==> config.mk <==
export PLATFORM = sky130hd
export DESIGN_NAME = regfile_dump
export DESIGN_NICKNAME = d
export VERILOG_FILES = /design/src/rtl/regfile_dump.sv
export SDC_FILE = /design/constraint.sdc
export NUM_CORES = 1
export LEC_CHECK = 0
export CAP_MARGIN = 5
export CORE_MARGIN = 4
export CORE_UTILIZATION = 43
export DETAILED_ROUTE_END_ITERATION = 12
export PLACE_DENSITY = 0.82
export SLEW_MARGIN = 15
export SYNTH_ARGS = -nofsm -noshare
export SYNTH_HDL_FRONTEND = slang
export SYNTH_SLANG_ARGS = --single-unit
==> constraint.sdc <==
create_clock -name clk -period 2.4 [get_ports clk]
set_input_delay 0.36 -clock clk [delete_from_list [all_inputs] [get_ports clk]]
set_output_delay 0.36 -clock clk [all_outputs]
set_load 0.02 [all_outputs]
==> src/rtl/regfile_dump.sv <==
`default_nettype none
// ============================================================================
// Module      : regfile_dump
// Description : Halts the core, walks the register file through one read port
//               and streams (address, value) beats over valid/ready.
//               Optional macro REGFILE_DUMP_X0_EN includes x0 in the walk.
// Revision    : 1.0 - initial release
// ============================================================================
module regfile_dump #(
    parameter int REG_COUNT    = 32,
    parameter int HALT_TIMEOUT = 16
) (
    input  logic        clk,
    input  logic        rst_n,
    input  logic        i_start,
    output logic        o_busy,
    output logic        o_halt_req,
    input  logic        i_halt_ack,
    output logic [4:0]  o_rd_addr,
    input  logic [31:0] i_rd_data,
    output logic        o_dout_valid,
    input  logic        i_dout_ready,
    output logic [4:0]  o_dout_addr,
    output logic [31:0] o_dout_data,
    output logic        o_dout_last,
    output logic        o_done,
    output logic        o_err
);

    localparam int         c_TW         = $clog2(HALT_TIMEOUT + 1);
    localparam logic [c_TW-1:0] c_TIMER_LAST = c_TW'(HALT_TIMEOUT - 1);
    localparam logic [4:0] c_LAST       = 5'(REG_COUNT - 1);
`ifdef REGFILE_DUMP_X0_EN
    localparam logic [4:0] c_FIRST      = 5'd0;
`else
    localparam logic [4:0] c_FIRST      = 5'd1;
`endif

    typedef enum logic [1:0] {
        S_IDLE   = 2'd0,
        S_HALT   = 2'd1,
        S_STREAM = 2'd2,
        S_DRAIN  = 2'd3
    } state_t;

    state_t            r_state,  w_state_nxt;
    logic [c_TW-1:0]   r_timer,  w_timer_nxt;
    logic [4:0]        r_rd_addr, w_rd_addr_nxt;
    logic              r_dout_valid, w_valid_nxt;
    logic              r_dout_last,  w_last_nxt;
    logic [4:0]        r_dout_addr,  w_daddr_nxt;
    logic [31:0]       r_dout_data,  w_ddata_nxt;
    logic              r_halt_req,   w_halt_nxt;
    logic              r_done,       w_done_nxt;
    logic              r_err,        w_err_nxt;
    logic [31:0]       w_load_data;

`ifdef REGFILE_DUMP_X0_EN
    // x0 is architecturally zero regardless of what the read port returns
    assign w_load_data = (r_rd_addr == 5'd0) ? 32'd0 : i_rd_data;
`else
    assign w_load_data = i_rd_data;
`endif

    always_comb begin
        w_state_nxt   = r_state;
        w_timer_nxt   = r_timer;
        w_rd_addr_nxt = r_rd_addr;
        w_valid_nxt   = r_dout_valid;
        w_last_nxt    = r_dout_last;
        w_daddr_nxt   = r_dout_addr;
        w_ddata_nxt   = r_dout_data;
        w_halt_nxt    = r_halt_req;
        w_done_nxt    = 1'b0;
        w_err_nxt     = 1'b0;
        unique case (r_state)
            S_IDLE: begin
                if (i_start) begin
                    w_state_nxt = S_HALT;
                    w_halt_nxt  = 1'b1;
                    w_timer_nxt = '0;
                end
            end
            S_HALT: begin
                if (i_halt_ack) begin
                    w_state_nxt   = S_STREAM;
                    w_rd_addr_nxt = c_FIRST;
                end else if (r_timer == c_TIMER_LAST) begin
                    w_state_nxt = S_IDLE;
                    w_halt_nxt  = 1'b0;
                    w_err_nxt   = 1'b1;
                end else begin
                    w_timer_nxt = r_timer + 1'b1;
                end
            end
            S_STREAM, S_DRAIN: begin
                // Losing the halt wins over any beat handshake this cycle
                if (!i_halt_ack) begin
                    w_state_nxt   = S_IDLE;
                    w_valid_nxt   = 1'b0;
                    w_last_nxt    = 1'b0;
                    w_halt_nxt    = 1'b0;
                    w_err_nxt     = 1'b1;
                    w_rd_addr_nxt = 5'd0;
                end else if (r_state == S_STREAM) begin
                    if (!r_dout_valid || i_dout_ready) begin
                        w_ddata_nxt = w_load_data;
                        w_daddr_nxt = r_rd_addr;
                        w_valid_nxt = 1'b1;
                        if (r_rd_addr == c_LAST) begin
                            w_last_nxt  = 1'b1;
                            w_state_nxt = S_DRAIN;
                        end else begin
                            w_rd_addr_nxt = r_rd_addr + 5'd1;
                        end
                    end
                end else if (r_dout_valid && i_dout_ready) begin
                    w_state_nxt   = S_IDLE;
                    w_valid_nxt   = 1'b0;
                    w_last_nxt    = 1'b0;
                    w_halt_nxt    = 1'b0;
                    w_done_nxt    = 1'b1;
                    w_rd_addr_nxt = 5'd0;
                end
            end
            default: w_state_nxt = S_IDLE;
        endcase
    end

    always_ff @(posedge clk) begin
        if (!rst_n) begin
            r_state      <= S_IDLE;
            r_timer      <= '0;
            r_rd_addr    <= 5'd0;
            r_dout_valid <= 1'b0;
            r_dout_last  <= 1'b0;
            r_dout_addr  <= 5'd0;
            r_dout_data  <= 32'd0;
            r_halt_req   <= 1'b0;
            r_done       <= 1'b0;
            r_err        <= 1'b0;
        end else begin
            r_state      <= w_state_nxt;
            r_timer      <= w_timer_nxt;
            r_rd_addr    <= w_rd_addr_nxt;
            r_dout_valid <= w_valid_nxt;
            r_dout_last  <= w_last_nxt;
            r_dout_addr  <= w_daddr_nxt;
            r_dout_data  <= w_ddata_nxt;
            r_halt_req   <= w_halt_nxt;
            r_done       <= w_done_nxt;
            r_err        <= w_err_nxt;
        end
    end

    assign o_busy       = (r_state != S_IDLE);
    assign o_halt_req   = r_halt_req;
    assign o_rd_addr    = r_rd_addr;
    assign o_dout_valid = r_dout_valid;
    assign o_dout_addr  = r_dout_addr;
    assign o_dout_data  = r_dout_data;
    assign o_dout_last  = r_dout_last;
    assign o_done       = r_done;
    assign o_err        = r_err;

endmodule
`default_nettype wire
**Word-level counts from Yosys, hierarchy flattened**

Cells that the tools add are included.

- $mul: 0
- Divide/modulo/power cells: 0
- Equality and inequality tests: 20
- Multiplexer cells: 39
- Bitwise logic cells: 3
- Reduce and logical (&&, ||, !) cells: 16
- $add $sub $neg: 2
- Shift-type cells: 0
- $lt $le $gt $ge: 0

Operators with widths:

| operator | number |
|---|---|
| 2-to-1 mux 5 bit | 9 |
| one-hot mux 5 bit (2 select lines) | 2 |
| 2-to-1 mux 1 bit | 17 |
| 2-to-1 mux 2 bit | 8 |
| != test 4 bit (second input constant) | 4 |
| AND reduction 5 bit | 3 |
| AND reduction 4 bit | 3 |
| adder 5 x 1 -> 5 bit (second input constant) | 2 |
| != test 2 bit (second input constant) | 5 |
| != test 3 bit (second input constant) | 3 |
| != test 3 x 2 -> 1 bit (second input constant) | 2 |
| one-hot mux 2 bit (3 select lines) | 1 |
| nonzero test 2 bit | 3 |
| equality test 5 x 4 -> 1 bit (second input constant) | 1 |
| equality test 5 bit (second input constant) | 1 |
| equality test 2 bit (second input constant) | 2 |
| OR reduction 4 bit | 1 |
| != test 3 x 1 -> 1 bit (second input constant) | 1 |
| NOT 1 bit | 3 |
| one-hot mux 1 bit (3 select lines) | 1 |
| AND reduction 3 bit | 1 |
| equality test 2 x 1 -> 1 bit (second input constant) | 1 |
| logical NOT 2 bit | 1 |
| one-hot mux 1 bit (2 select lines) | 1 |
| other kinds (4) | 4 |

- Output and inout bits: 48
- RAM bits: 0
- Latch bits: 0
- Memories kept: 0
- Word-level logic and storage cells: 90
- Bits of input ports: 37
- Register bits: 54
- Bits in read-only memories: 0

**Logic depth before layout (Yosys ltp)**

- Depth after elaboration: 6
- Mapped depth: 8
- Gate-level depth less buffers: 7

**Worst setup path after synthesis**

OpenSTA, ideal clock, no wires.

- Path type: register to register
- From: register r_rd_addr[0] (netlist: o_rd_addr[0])
- To: register r_rd_addr[0] (netlist: o_rd_addr[0])
- Stages on the path, launching flop included: 7
- Data required time: 2.328 ns
- Slack: 0.573 ns
- Period minus slack after synthesis: 1.827 ns
- Buffers on the path: 0
- Arrival time: 1.756 ns
- Library setup time: 0.072 ns
- Cell sequence: dfxtp_1 ha_1 and3_1 ha_1 and3_1 a311oi_4 mux2i_1

- Longest elaborated chain between the ends: 6
- Elaborated cells on any way between the ends: 9

RTL lines:

| item | line | text |
|---|---|---|
| start: declaration | 48 | `logic [4:0] r_rd_addr, w_rd_addr_nxt;` |
| start signal: assignment | 145 | `r_rd_addr <= w_rd_addr_nxt;` |
| adder 5 x 1 -> 5 bit | 114 | `w_rd_addr_nxt = r_rd_addr + 5'd1;` |
| 2-to-1 mux 5 bit | 110 | `if (r_rd_addr == c_LAST) begin` |
| 2-to-1 mux 5 bit | 106 | `if (!r_dout_valid \|\| i_dout_ready) begin` |
| 2-to-1 mux 5 bit | 105 | `end else if (r_state == S_STREAM) begin` |
| 2-to-1 mux 5 bit | 98 | `if (!i_halt_ack) begin` |
| one-hot mux 5 bit (2 select lines) | 76 | `unique case (r_state)` |

Parallel ways exist; a longest one is shown, timed or not. The select of a mux whose other input is x is not followed.
A chain may end at the register's enable or synchronous reset.

**Worst setup path in the final report**

- From: register r_state[0]
- To: output port o_busy

- Longest elaborated chain between the ends: 1

RTL lines:

| item | line | text |
|---|---|---|
| start: declaration | 46 | `state_t r_state, w_state_nxt;` |
| start signal: assignment | 143 | `r_state <= w_state_nxt;` |
| nonzero test 2 bit | 156 | `assign o_busy = (r_state != S_IDLE);` |
| end: declaration | 16 | `output logic o_busy,` |

Every way passes these cells.

==> summary.txt <==
STA
  • PnR worst setup slack: around 0.32 ns
  • Fin crit period: 2.081 ns
  • Final Max Slew Viols: 0
  • Setup violations, final: 0
  • RSZ-0062 raised after global routing: no
  • Fin crit share: 0.8671
  • Worst-margin pin slew: 0.4404 ns
  • Max_slew headroom: 0.7058
  • Max Clock Skew: 0.002650 ns
  • Hold Vio Cnt, Final: 0
  • FMAX: 0.4805 GHz
  • TNS Setup: 0 ns

Min path
  • Hold Startpoint: o_dout_data[4]
  • Hold depth: 2
  • WHS Endpoint: o_dout_data[4]
  • Worst Hold Class: flop to flop

Synth
  • Syn Std Cell Area: between 0.002 and 0.0025 mm²
  • Net count of the mapped netlist: 306
  • Syn Area/Cell: 8.168 µm²
  • Syn. warnings: 0
  • Leading area contributor after synthesis: dfxtp_1
  • Gate Count Post-Synth: 265
  • Register area share after synthesis: 0.4994
  • Largest cells by area after synthesis: dfxtp_1 50%, nand2_1 14%, a21oi_1 9.5%, ha_1 2.3%, nor2_1 2.3%
  • Post-synth top area share: 0.4994
  • Netlist cell types: 37
  • Yosys reg bits: between 50 and 60

Floorplanning
  • Ports: 85
  • Core Rows: 25
  • Die Width: 78.95 µm
  • Initial Util: 0.4523
  • CORE AREA: ~0.0048 mm²
  • Die H: between 70 and 80 µm
  • Total die area: 0.006233 mm²

Clocking
  • CTS tree: built
  • Sink Count: 54
  • Clock Latency Late Sink: 0.30 ns
  • Num CTS Buffers: 5
  • Hold buffers post-CTS: 0
  • Number of setup buffers added after CTS: 0
  • Clock Pin Slew Worst Setup and Hold Paths: approximately 0.09 ns
  • CTS root buffer: clkbuf_8
  • Clk buf depth: 2
  • Post-CTS Resized: 0
  • H-tree Lvls: 2

Status
  • Status: finished, final reports clean

Global route
  • Largest net degree at the start of global routing: 27
  • Gr busiest metal: met2
  • Initial antenna violation count: 0
  • Grt ovf: 0
  • Routing usage on met3: 0.05556
  • Vias in the first global route: 1952
  • Gr usage total: 0.1745
  • First-pass GRT wire length: just under 9000 µm
  • Grt met2 use: 0.2997
  • Met1 Usage GRT: 0.2116

Routing
  • DR vias: 2027
  • Initial DRC Count: 85
  • DR vias/cell: 4.896
  • Number of remaining DRC errors: 0
  • TritonRoute pass-1 iters: 4
  • Routed Wire Length: 5289 µm
  • Wirelength per Cell: ~13 µm
  • DRT antenna net count: 0

Finish
  • Most common cell after layout, fill and taps aside: clkdlybuf4s50_1
  • Nets: 389
  • Non-filler instance count after layout: 414
  • Most frequent cells in the layout: 84 x clkdlybuf4s50_1, 83 x nand2_1, 54 x dfxtp_1, 41 x a21oi_1, 12 x nor2_1
  • # diodes: 0
  • Share of layout cells above drive strength 1: 0.06052
  • Fillcell total: between 400 and 500
  • Final core occ: 0.6599
  • Synth-to-layout area growth: 45.90%

Worst setup path
  • RR Endpoint: o_rd_addr[4]
  • Worst Path Max Fanout: 13
  • R2R Setup Slk: 0.39 ns
  • WS Path Type: flop to primary output
  • RR Startpoint: o_rd_addr[0]
  • Crit-path slowest cell: clkdlybuf4s50_1
  • Required @ worst endpoint: 2.04 ns
  • Depth of the worst register-to-register path: 6
  • Largest delay share family, worst path: buffers and inverters
  • CP bufs+invs: 2
  • Worst setup EP type: primary output
  • Crit start category: flop
  • Delay of the slowest cell on the worst path: 0.61 ns
  • Data arrival, critical path: 1.72 ns
  • Levels on crit path: 3
  • Critical path cell sequence: inv_2, nand2_1, clkdlybuf4s50_1

Place
  • Post-place setup slack: 0.4209 ns
  • PortBufs: 84
  • DPL Wire Length: 3865 µm
  • Final GP Congestion: 0.7743
  • Post-Place Cells: 408

Pwr
  • Leakage: 1.098 nW
  • Switch Pwr: 0.3799 mW
  • Sw Ratio: 0.2333
  • Power Dens Cells: 515.7 mW/mm²
  • Logic pwr share: 0.127
  • Pint: 1.249 mW
  • Reg power frac: 0.572
  • Max VDD drop: 0.4239 mV
  • Clock power share: 0.301
  • Total power: 1.629 mW

Flow run
  • Max-cap viol count: 0
-- metrics by stage --
step / hold slack, ns / area, µm²
final: 0.4557 / 3158
after global routing: 0.4806 / 3158
after CTS: 0.4578 / 3158
after detailed placement: 0.4462 / 3075
after global placement: 0.4407 / 3075
after floorplan: 0.4716 / 2165
-- tightest hold or removal path, stage by stage (launching register included) --
cell and delay [ns]:
dfxtp_1 0.32, nand2_1 0.05, a21oi_1 0.05
-- cell type report --
class | instances | area, µm² | area share
sequential | 54 | 1081 | 0.3423
multi-input combinational | 189 | 983.4 | 0.3114
timing repair buffer | 93 | 908.4 | 0.2876
tap | 67 | 83.83 | 0.02655
clock buffer | 6 | 82.58 | 0.02615
inverter | 5 | 18.77 | 0.005943
-- how the worst max path moves through the flow --
stage            startpoint      endpoint  slack (ns)
2_1_floorplan  o_rd_addr[0]  o_rd_addr[0]        0.57
3_3_place_gp   i_dout_ready  o_rd_addr[1]        0.47
3_5_place_dp   i_dout_ready  o_rd_addr[4]        0.42
4_1_cts          r_state[0]        o_busy        0.32
5_1_grt          r_state[0]        o_busy        0.25
6_report         r_state[0]        o_busy        0.32
-- cell usage after synthesis, drive strengths merged --
library cell  count
nor3b             3
o2111ai           1
inv               5
a41oi             1
and3              4
nor3              2
o211ai            1
a311oi            1
dfxtp            54
nor4              1
clkbuf            7
nand3b            1
buf              10
a21oi            41
nor4b             1
or2               2
nand2            83
o21ai             5
a211oi            2
nand3             5
o31ai             1
nor2             13
ha                4
mux2i             4
nand2b            1
o22ai             2
xor2              3
a31oi             1
o311ai            1
o21bai            1
nor2b             2
xnor2             2
-- power by group through the flow --
| stage | Sequential, mW | Clock [mW] | Combinational, mW |
|---|---|---|---|
| global placement | 0.951 | 0 | 0.204 |
| finish | 0.931 | 0.490 | 0.207 |
| floorplan | 0.960 | 0 | 0.0920 |
| global route | 0.934 | 0.553 | 0.225 |
| CTS | 0.931 | 0.507 | 0.210 |
| detailed placement | 0.952 | 0 | 0.209 |
-- metal layers --
metal | wire, µm | vias up
li1 | - | 1041
met1 | 2444 | 915
met2 | 2465 | 65
met3 | 327 | 6
met4 | 52 | 0
met5 | 0 | -
-- registers in the layout, summed over array words and instances (netlist names) --
name	cells
o_dout_data	32
o_rd_addr	5
o_dout_addr	5
o_dout_valid	1
o_err	1
r_timer	5
o_halt_req	1
o_dout_last	1
o_done	1
r_state	2
-- logic make-up after synthesis --
logic type	count (synthesis)	share of synthesized area
flip-flops	54	0.4994
buffers and inverters	22	0.04740
AO/OA/AOI/OAI	58	0.1590
multiplexers	4	0.01850
adder cells (fa/ha/maj)	4	0.02312
AND/OR/NAND/NOR	118	0.2324
XOR/XNOR	5	0.02023
Note: power is estimated with default switching activity, not from simulation.
